--- config.mk ---
export PLATFORM = sky130hd
export DESIGN_NAME = scan_frame_sequencer
export DESIGN_NICKNAME = d
export VERILOG_FILES = /design/src/rtl/scan_pkg.sv /design/src/rtl/settle_timer.sv /design/src/rtl/scan_frame_sequencer.sv
export SDC_FILE = /design/constraint.sdc
export NUM_CORES = 1
export LEC_CHECK = 0
export BUFFER_PORTS_ARGS = -buffer_cell sky130_fd_sc_hd__buf_2
export CORE_MARGIN = 2
export CORE_UTILIZATION = 55
export DETAILED_ROUTE_END_ITERATION = 10
export GPL_ROUTABILITY_DRIVEN = 1
export GPL_TIMING_DRIVEN = 0
export PLACE_DENSITY = 0.79
export SYNTH_ARGS = -nofsm -noshare
export SYNTH_HDL_FRONTEND = slang
export SYNTH_HIERARCHICAL = 1
export SYNTH_SLANG_ARGS = --single-unit
--- constraint.sdc ---
create_clock -name clk_core -period 2.7 [get_ports clk_core]
set_input_delay 0.54 -clock clk_core [delete_from_list [all_inputs] [get_ports clk_core]]
set_output_delay 0.54 -clock clk_core [all_outputs]
set_load 0.1 [all_outputs]
--- src/rtl/scan_pkg.sv ---
// scan_pkg: shared definitions for the scan frame sequencer.
//   state_t   : 3-bit sequencer state encoding
//   FRAME_HDR : first byte of every frame
//   hi_byte   : upper byte of a zero-extended 16-bit sample
package scan_pkg;

   localparam int STATE_W = 3;

   typedef enum logic [STATE_W-1:0] {
      ST_IDLE     = 3'd0,
      ST_HDR      = 3'd1,
      ST_SETTLE   = 3'd2,
      ST_CONV     = 3'd3,
      ST_WAIT_ADC = 3'd4,
      ST_SEND_HI  = 3'd5,
      ST_SEND_LO  = 3'd6,
      ST_NEXT     = 3'd7
   } state_t;

   localparam logic [7:0] FRAME_HDR = 8'hA5;

   function automatic logic [7:0] hi_byte(input logic [15:0] s);
      return s[15:8];
   endfunction

endpackage

--- src/rtl/settle_timer.sv ---
// settle_timer: 8-bit down-counter.
//   clk_core, reset (async active-low)
//   load/load_val : reload the count (load wins over en)
//   en            : decrement while non-zero
//   done          : count has reached zero
module settle_timer (
   input  logic       clk_core,
   input  logic       reset,
   input  logic       load,
   input  logic [7:0] load_val,
   input  logic       en,
   output logic       done
);

   logic [7:0] count;

   always_ff @(posedge clk_core or negedge reset) begin
      if (!reset)                  count <= '0;
      else if (load)               count <= load_val;
      else if (en && count != '0)  count <= count - 8'd1;
   end

   assign done = (count == '0);

endmodule

--- src/rtl/scan_frame_sequencer.sv ---
// scan_frame_sequencer: one full matrix scan per trigger rising edge.
//   clk_core, reset (async active-low)
//   trigger_in          : start request, rising edge only
//   adc_done/adc_data   : conversion result strobe and sample
//   tx_ready            : UART accepts tx_data this cycle
//   row_sel/col_sel     : matrix selects, row-major scan
//   adc_start           : one-cycle conversion start
//   tx_valid/tx_data    : byte stream A5, then {hi,lo} per pixel
//   busy                : frame in progress
//   overrun             : trigger edge dropped while busy
module scan_frame_sequencer
   import scan_pkg::*;
#(
   parameter int ROWS          = 16,
   parameter int COLS          = 16,
   parameter int DATA_W        = 12,
   parameter int SETTLE_CYCLES = 8
) (
   input  logic                    clk_core,
   input  logic                    reset,
   input  logic                    trigger_in,
   input  logic                    adc_done,
   input  logic [DATA_W-1:0]       adc_data,
   input  logic                    tx_ready,
   output logic [$clog2(ROWS)-1:0] row_sel,
   output logic [$clog2(COLS)-1:0] col_sel,
   output logic                    adc_start,
   output logic                    tx_valid,
   output logic [7:0]              tx_data,
   output logic                    busy,
   output logic                    overrun
);

   localparam int RW = $clog2(ROWS);
   localparam int CW = $clog2(COLS);
   localparam logic [7:0] SETTLE_LOAD = 8'(SETTLE_CYCLES - 1);

   state_t      state;
   logic        trigger_q;
   logic        trig_edge;
   logic [7:0]  lo_q;
   logic [15:0] adc_ext;
   logic        last_col;
   logic        last_row;
   logic        tmr_load;
   logic        tmr_done;

   assign trig_edge = trigger_in & ~trigger_q;
   assign adc_ext   = 16'(adc_data);
   assign last_col  = (col_sel == CW'(COLS - 1));
   assign last_row  = (row_sel == RW'(ROWS - 1));

   // Reloading every cycle in HDR/NEXT is harmless: the count only
   // matters once SETTLE is entered, which always follows one of them.
   assign tmr_load = (state == ST_HDR) || (state == ST_NEXT);

   settle_timer u_settle (
      .clk_core (clk_core),
      .reset    (reset),
      .load     (tmr_load),
      .load_val (SETTLE_LOAD),
      .en       (state == ST_SETTLE),
      .done     (tmr_done)
   );

   always_ff @(posedge clk_core or negedge reset) begin
      if (!reset) begin
         state     <= ST_IDLE;
         trigger_q <= 1'b1;   // a trigger held high through reset is not an edge
         lo_q      <= '0;
         row_sel   <= '0;
         col_sel   <= '0;
         adc_start <= 1'b0;
         tx_valid  <= 1'b0;
         tx_data   <= '0;
         busy      <= 1'b0;
         overrun   <= 1'b0;
      end else begin
         trigger_q <= trigger_in;
         adc_start <= 1'b0;
         overrun   <= trig_edge && (state != ST_IDLE);
         unique case (state)
            ST_IDLE: if (trig_edge) begin
               state    <= ST_HDR;
               busy     <= 1'b1;
               tx_valid <= 1'b1;
               tx_data  <= FRAME_HDR;
            end
            ST_HDR: if (tx_ready) begin
               state    <= ST_SETTLE;
               tx_valid <= 1'b0;
               tx_data  <= '0;
            end
            ST_SETTLE: if (tmr_done) begin
               state     <= ST_CONV;
               adc_start <= 1'b1;
            end
            ST_CONV: state <= ST_WAIT_ADC;
            ST_WAIT_ADC: if (adc_done) begin
               state    <= ST_SEND_HI;
               lo_q     <= adc_data[7:0];
               tx_valid <= 1'b1;
               tx_data  <= hi_byte(adc_ext);
            end
            ST_SEND_HI: if (tx_ready) begin
               state   <= ST_SEND_LO;
               tx_data <= lo_q;
            end
            ST_SEND_LO: if (tx_ready) begin
               state    <= ST_NEXT;
               tx_valid <= 1'b0;
               tx_data  <= '0;
            end
            ST_NEXT: begin
               if (last_col && last_row) begin
                  state   <= ST_IDLE;
                  busy    <= 1'b0;
                  row_sel <= '0;
                  col_sel <= '0;
               end else if (last_col) begin
                  state   <= ST_SETTLE;
                  col_sel <= '0;
                  row_sel <= row_sel + RW'(1);
               end else begin
                  state   <= ST_SETTLE;
                  col_sel <= col_sel + CW'(1);
               end
            end
            default: state <= ST_IDLE;
         endcase
      end
   end

endmodule
Word-level counts from Yosys, hierarchy flattened
Index checks and enable logic that the tools add are counted.

Register bits: 40. Bits of input ports: 17. Output and inout bits: 20. Logic and storage cells: 80.

Add/sub/neg operators: 3. Eq/ne operators: 17. Muxes and demuxes: 27. Bitwise gates (word level): 2. Reduce and logical (&&, ||, !) cells: 20.

Operator list (number): $mux W8 (6); $pmux W8 S4 (1); $pmux W3 S8 (1); $mux W3 (6); $mux W4 (4); $eq A3 B3 Y1 const B (4); $ne A2 B2 Y1 const B (6); $add A4 B1 Y4 const B (2); $eq A4 B4 Y1 const B (2); $logic_not A8 Y1 (1); $reduce_bool A8 Y1 (1); $sub A8 B1 Y8 const B (1); $eq A3 B2 Y1 const B (2); $mux W1 (6); $reduce_and A6 Y1 (1); $reduce_bool A2 Y1 (3); $reduce_bool A3 Y1 (2); $reduce_and A5 Y1 (1); $ne A2 B1 Y1 const B (2); $reduce_and A2 Y1 (2); $reduce_and A4 Y1 (1); $reduce_bool A4 Y1 (1); $eq A3 B1 Y1 const B (1); $logic_and A1 B1 Y1 (3); other kinds (9) (9).

Logic depth before layout (Yosys ltp)
Gate-level depths: netlist of the first run.

Depth after elaboration: 4. Gate-level depth with buffers: 8. Depth with buffers taken out: 7.

Cells and area by module
The synthesis of the first run kept the hierarchy.

Modules (own cells, without submodules): scan_frame_sequencer (instances 1, cells an instance 144, area each 1551.5 um2, sequential area each 802.0 um2); settle_timer (instances 1, cells an instance 58, area each 528.0 um2, sequential area each 200.2 um2).

Least setup slack after synthesis of the first run
Ideal clock, no wire load.

Kind: register to register. Start point: reg state[0]. End point: reg u_settle.count[7]. Library setup time: 126 ps. Arrival time: 2154 ps. Required time: 2574 ps. Setup slack: 420 ps. Cell stages (with the launch flop): 7. Path buffers: 2. Clock period less this slack: 2280 ps. Cell sequence: dfrtp_1 -> buf_2 -> clkbuf_1 -> nor3_1 -> or3b_1 -> o311a_1 -> a221o_1.

Longest elaborated chain between the ends: 3.

RTL lines: start: declaration (RTL line scan_frame_sequencer.sv:38) `state_t state;`; start signal: assignment (RTL line scan_frame_sequencer.sv:68) `state <= ST_IDLE;`; start signal: assignment (RTL line scan_frame_sequencer.sv:84) `state <= ST_HDR;`; start signal: assignment (RTL line scan_frame_sequencer.sv:90) `state <= ST_SETTLE;`; $eq A3 B1 Y1, or another cell as far along (RTL line scan_frame_sequencer.sv:55) `assign tmr_load = (state == ST_HDR) || (state == ST_NEXT);`; $logic_or A1 B1 Y1 / $logic_and A1 B1 Y1 (equally long branches) (RTL line scan_frame_sequencer.sv:55, settle_timer.sv:20); $mux W8 / $reduce_bool A2 Y1 (equally long branches); end signal: assignment (RTL line settle_timer.sv:19) `else if (load) count <= load_val;`; end signal: assignment (RTL line settle_timer.sv:20) `else if (en && count != '0) count <= count - 8'd1;`; end: declaration (RTL line settle_timer.sv:15) `logic [7:0] count;`.

Parallel ways exist; a longest one is shown, timed or not. A chain may end at the register's enable or synchronous reset.

Worst setup path in the final report of the first run
Ends and elaborated chain as after synthesis.

==> results of run 1 <==
## critical path, stage by stage, from the launching register on
cell and delay [ps]:
dfrtp_1 470, buf_2 240, clkbuf_1 230, nor3_2 350
or3b_1 490, o311a_1 320, a221o_1 270
## final cells by class
cell class / instances / share of cell area (%)
buffer: 9 / 1.895
sequential: 40 / 41.01
multi-input combinational: 148 / 41.63
clock buffer: 7 / 3.943
tap: 48 / 2.458
timing repair buffer: 36 / 7.373
inverter: 11 / 1.690
## stage by stage
step           instances  hold slack, ps
2_1_floorplan        208           244.4
3_3_place_gp         292           456.7
3_5_place_dp         292           468.9
4_1_cts              299           374.5
5_1_grt              299           376.1
6_report             299           350.5
## cell usage after synthesis, types with 2 or more instances
cell type | n | area, µm²
or4_1 | 3 | 22.52
nor3_1 | 5 | 25.02
and4_1 | 2 | 17.52
nor2_1 | 12 | 45.04
nor2b_1 | 3 | 18.77
mux2i_1 | 7 | 70.07
clkbuf_1 | 2 | 7.510
nand4_1 | 3 | 18.77
o31ai_1 | 2 | 15.01
inv_1 | 10 | 37.54
buf_2 | 4 | 20.02
mux2_2 | 10 | 112.6
buf_1 | 2 | 7.510
nor3b_1 | 4 | 30.03
o21ai_0 | 10 | 50.05
conb_1 | 2 | 7.510
a21oi_1 | 11 | 55.05
a31oi_1 | 4 | 25.02
xnor2_1 | 4 | 35.03
nand2b_1 | 2 | 12.51
ha_1 | 4 | 50.05
dfrtp_1 | 39 | 975.9
nand3_1 | 6 | 30.03
mux2_4 | 2 | 30.03
a221o_1 | 2 | 20.02
o311a_1 | 2 | 20.02
nand2_1 | 15 | 56.30
a21o_1 | 6 | 45.04
and3_1 | 3 | 18.77
## worst min path at each step
stage | slack [ps] | cells after the start | startpoint | endpoint
2_1_floorplan | 240 | 0 | reset | adc_start$_DFF_PN0_
3_3_place_gp | 460 | 1 | tx_data[6]$_DFFE_PN0P_ | tx_data[6]$_DFFE_PN0P_
3_5_place_dp | 470 | 1 | tx_data[6]$_DFFE_PN0P_ | tx_data[6]$_DFFE_PN0P_
4_1_cts | 370 | 1 | trigger_in | trigger_q$_DFF_PN1_
5_1_grt | 380 | 1 | trigger_in | trigger_q$_DFF_PN1_
6_report | 350 | 1 | reset | row_sel[2]$_DFFE_PN0P_
## logic make-up (layout without fill, tap and decap cells)
logic type / Yosys count / in the layout / synth area share, %
simple gates: 66 / 66 / 17.51
compound gates: 47 / 47 / 15.40
flops: 40 / 40 / 48.20
buf+inv: 20 / 63 / 4.212
mux: 19 / 19 / 10.23
fa+ha+maj: 4 / 4 / 2.407
xor+xnor: 4 / 4 / 1.685
other cells: 2 / 8 / 0.3611
## layer usage
layer | wire length (µm) | global-route usage [%] | vias to the layer above
met1 | 1907 | 28.84 | 774
met5 | 0 | 0 | -
met3 | 145 | 4.623 | 4
li1 | - | - | 817
met2 | 1935 | 30.74 | 31
met4 | 36 | 8.333 | 0
## flip-flops by register name, indices dropped and copies added, names as in the netlist
name	flops
trigger_q	1
row_sel	4
tx_valid	1
col_sel	4
lo_q	8
u_settle/count	8
tx_data	8
state	3
overrun	1
adc_start	1
busy	1
## cells in the final DEF, fill, tap and decap left out, types with 2 or more instances in the layout
master,Yosys,routed
a21o_1,6,6
a21oi_1,11,11
a221o_1,2,2
a31oi_1,4,4
and3_1,3,3
and4_1,2,2
buf_1,2,2
buf_2,4,40
clkbuf_1,2,2
clkbuf_8,0,7
conb_1,2,8
dfrtp_1,39,39
ha_1,4,4
inv_1,10,10
mux2_2,10,10
mux2_4,2,2
mux2i_1,7,7
nand2_1,15,15
nand2b_1,2,2
nand3_1,6,6
nand4_1,3,3
nor2_1,12,12
nor2b_1,3,3
nor3_1,5,4
nor3b_1,4,4
o21ai_0,10,10
o311a_1,2,2
o31ai_1,2,2
or4_1,3,3
xnor2_1,4,4
==> results.md, run 1 <==
- Status: complete, no violations
- Synth Flop Type: dfrtp_1
- CTS sink count: 40
- Cells after Synth: 202
- Syn-to-layout area delta: 17.51%
- Final TNS setup: 0 ps
- Fin crit share: between 90% and 100%
- Yosys reg bits: 40
- Cells on worst reg2reg path: 6
- NumNets Final: between 200 and 300
- Final wirelength: around 4000 µm
- Register area: 1002 µm²
- Distinct cell type count after synthesis: 50
- Die width: 65.49 µm
- TritonRoute pass-1 iters: 4
- CP endpoint: u_settle/count[7]$_DFFE_PN0P_
- Synthesis Warnings: 6
- Cell area after synthesis: 2079 µm²
- Worst path required time: 2870 ps
- Worst relative slew slack: roughly 43%
- First-pass GRT wire length: a little under 7000 µm
- Initial DRC count: 84
- Routed Antenna Nets: 0
- Initial Util: 56.80%
- Final Instance Area: 2444 µm²
- DP Worst Slack: about 80 ps
- Std-Cell Rows: 22
- Vias: 1626
- Grt total ovfl: 0
- Vias per cell: roughly 5.4
- Slew @ Worst Pin: about 850 ps
- Worst Path Arrival: around 2700 ps
- DP Area: 2342 µm²
- Final hold violations: 0
- Worst-Skew Late Latency: 290 ps
- Reg-to-Reg Start: state[0]$_DFFE_PN0P_
- Max Clk Rate: 402.5 MHz
- Clk buf depth: 2
- Total setup buffers inserted after CTS: 0
- GRT Util Overall: about 20%
- Startpoint Class: register
- Reg2reg end: u_settle/count[7]$_DFFE_PN0P_
- Post-synth EDFFs: 0
- Worst Skew: 5.635 ps
- Vias in the first global route: ~1500
- Initial antenna violation count: 0
- Register area share after synthesis: 48.19%
- Core Region: 3661 µm²
- CTS clk-pin slew, worst paths: 70 ps
- Fin util: about two thirds
- RSZ-0062 raised after global routing: no
- H-Tree Depth: 2
- Post-layout min period: 2484 ps
- Worst setup EP type: register
- CTS tree: yes
- IO Port Bufs: 36
- Full die area: between 4000 and 5000 µm²
- Post-CTS Hold Fix Bufs: 0
- CTS buffer count: 5
- Die height: 65.49 µm
- WS Path Type: register to register
- Mean post-synth cell area: approximately 10 µm²
- Crit path max fanout: 10
- Critical path origin: state[0]$_DFFE_PN0P_
- Fill cells: 288
- Drt drc: 0
- Root Driver: clkbuf_8
- Worst min path class: primary input to async pin
- Layout cells sized above 1: 27.09%
- Number of I/O pins: 37
- Setup ws final: 215.5 ps
- Max-cap violations: 0
- Placer Congestion: 0.7633
- ANT cells: 0
- Post-CTS Resized: 0
- R2r setup slk: 220 ps
- Multi-input logic area: around 1000 µm²
- Fin. max-slew vios: 0
- Routed wire per std cell: 13.46 µm
- DP HPWL: 2870 µm
- Synth async-reset ratio: 100.0%
- Largest net degree at the start of global routing: 41
- Finish-stage setup viols: 0
Power of run 1 is left out: the tool's default activity adds up to more than one toggle a clock period on the data nets, which glitch-free logic cannot reach.
==> run 2: changes to the inputs <==
--- a/config.mk
+++ b/config.mk
@@ -12,6 +12,7 @@
 export GPL_ROUTABILITY_DRIVEN = 1
 export GPL_TIMING_DRIVEN = 0
 export PLACE_DENSITY = 0.79
+export REMOVE_ABC_BUFFERS = 1
 export SYNTH_ARGS = -nofsm -noshare
 export SYNTH_HDL_FRONTEND = slang
 export SYNTH_HIERARCHICAL = 1
==> run 2 against run 1 <==
Against the previous run:
- critical path depth unchanged
- first-iteration DRC count increased by 14%
- critical path type unchanged
- utilization decreased by 0.48 points
- hold slack got worse by 3.6 ps
- maximum frequency increased by 5.5%
- global-route usage decreased by 0.74 points
- non-clock buffer count decreased by 9
- clock-buffer cell count decreased by 1
- final cell count decreased by 2.7%
- worst setup slack improved by 130 ps
- via count increased by 0.80%
- sequential share of layout area increased by 0.45 points
==> results.md, run 2 (synthesized netlist as in run 1, its figures left out) <==
- Std-Cell Rows: 22
- Worst relative slew slack: 42.96%
- CTS tree: yes
- Final TNS setup: 0 ps
- Layout cells sized above 1: 27.57%
- Initial Util: 56.80%
- Fin. max-slew vios: 0
- Full die area: 4289 µm²
- Multi-input logic area: 1017 µm²
- Vias in the first global route: 1499
- Number of I/O pins: 37
- Largest registers: lo_q (8), tx_data (8), u_settle/count (8)
- Final hold violations: 0
- Worst Path Arrival: 2540 ps
- Vias per cell: 5.632
- Root Driver: clkbuf_8
- H-Tree Depth: 2
- Finish-stage setup viols: 0
- RSZ-0062 raised after global routing: no
- DP HPWL: 2716 µm
- Slew @ Worst Pin: between 800 and 900 ps
- Syn-to-layout area delta: 16.67%
- Register area: 1006 µm²
- Startpoint Class: register
- Final wirelength: 3889 µm
- Largest net degree at the start of global routing: 41
- Total setup buffers inserted after CTS: 0
- Die height: 65.49 µm
- Drt drc: 0
- Routed Antenna Nets: 0
- Initial antenna violation count: 0
- CTS clk-pin slew, worst paths: 80 ps
- Max-cap violations: 0
- Cells on worst reg2reg path: 6
- Routed wire per std cell: 13.36 µm
- Grt total ovfl: 0
- Placer Congestion: 0.7930
- Core Region: 3661 µm²
- Worst min path class: primary input to async pin
- First-pass GRT wire length: 6575 µm
- Fin crit share: 87.20%
- NumNets Final: 263
- Most frequent cells in the layout: 36 x dfrtp_1, 36 x buf_2, 15 x nand2_1
- Clk buf depth: 2
- Max Clk Rate: roughly 420 MHz
- TritonRoute pass-1 iters: 4
- Fill cells: 284
- Vias: 1639
- WS Path Type: register to register
- CTS sink count: 40
- IO Port Bufs: 36
- ANT cells: 0
- Status: complete, no violations
- CTS buffer count: 5
- GRT Util Overall: about a fifth
- Crit path max fanout: 20
- Die width: 65.49 µm
- Worst-Skew Late Latency: between 200 and 300 ps
- Worst Skew: 5.958 ps
- Worst path required time: 2880 ps
- Worst setup EP type: register
- Post-layout min period: 2354 ps
- Initial DRC count: 96
run 2: cell count changes in the layout (fill, tap and decap cells not counted), moves of 2 or more:
cell	change
dfrtp_2	+3
dfrtp_1	-3
buf_1	-2
buf_2	-4
clkbuf_1	-2
run 2: repair_timing:
action / CTS / global route
gates resized for setup: 0 / 4
endpoints found under the setup margin: 0 / 4
hold buffers: 0 / 0
run 2: path summary, 6_finish.rpt:
path	from	endpoint	slack, ps
max in group asynchronous	reset	state[1]$_DFFE_PN0P_	1750
min reg2reg	tx_data[6]$_DFFE_PN0P_	tx_data[6]$_DFFE_PN0P_	490
max reg2reg	state[1]$_DFFE_PN0P_	u_settle/count[7]$_DFFE_PN0P_	350
max	state[1]$_DFFE_PN0P_	u_settle/count[7]$_DFFE_PN0P_	350
min	reset	tx_data[5]$_DFFE_PN0P_	350
min in group clk_core	trigger_in	trigger_q$_DFF_PN1_	380
run 2: per-stage QoR:
stage	hold WS, ps	utilization (%)	instances	worst slack, ps	cell area [µm²]
after floorplan	244.4	-	199	445.6	2056
after global placement	453.9	62.71	283	81.28	2296
after detailed placement	467.4	62.71	283	46.18	2296
after CTS	371.6	66.03	291	43.70	2417
after global routing	368.9	66.27	291	114.8	2426
final	346.9	66.27	291	345.7	2426
run 2: cell type report:
cell class	count	share of cell area, %
repair buffers	36	7.427
flip-flops and latches	40	41.46
inverters	11	1.702
clock buffers	6	3.404
clock inverters	2	1.599
well taps	48	2.475
multi-input cells	148	41.93
run 2: routing by layer:
layer	GRT usage (%)	part of all wire [%]
met5	0	0
met3	3.596	4.0
met2	33.67	48
met4	6.250	0.87
met1	25.62	47
run 2: critical path: stages, from the launching register on:
cell and delay (ps):
dfrtp_2 560, inv_1 150, nand2_2 150, and3_1 480
clkinv_1 410, o311a_1 240, a221o_1 250
Power of run 2 is left out for the same reason.
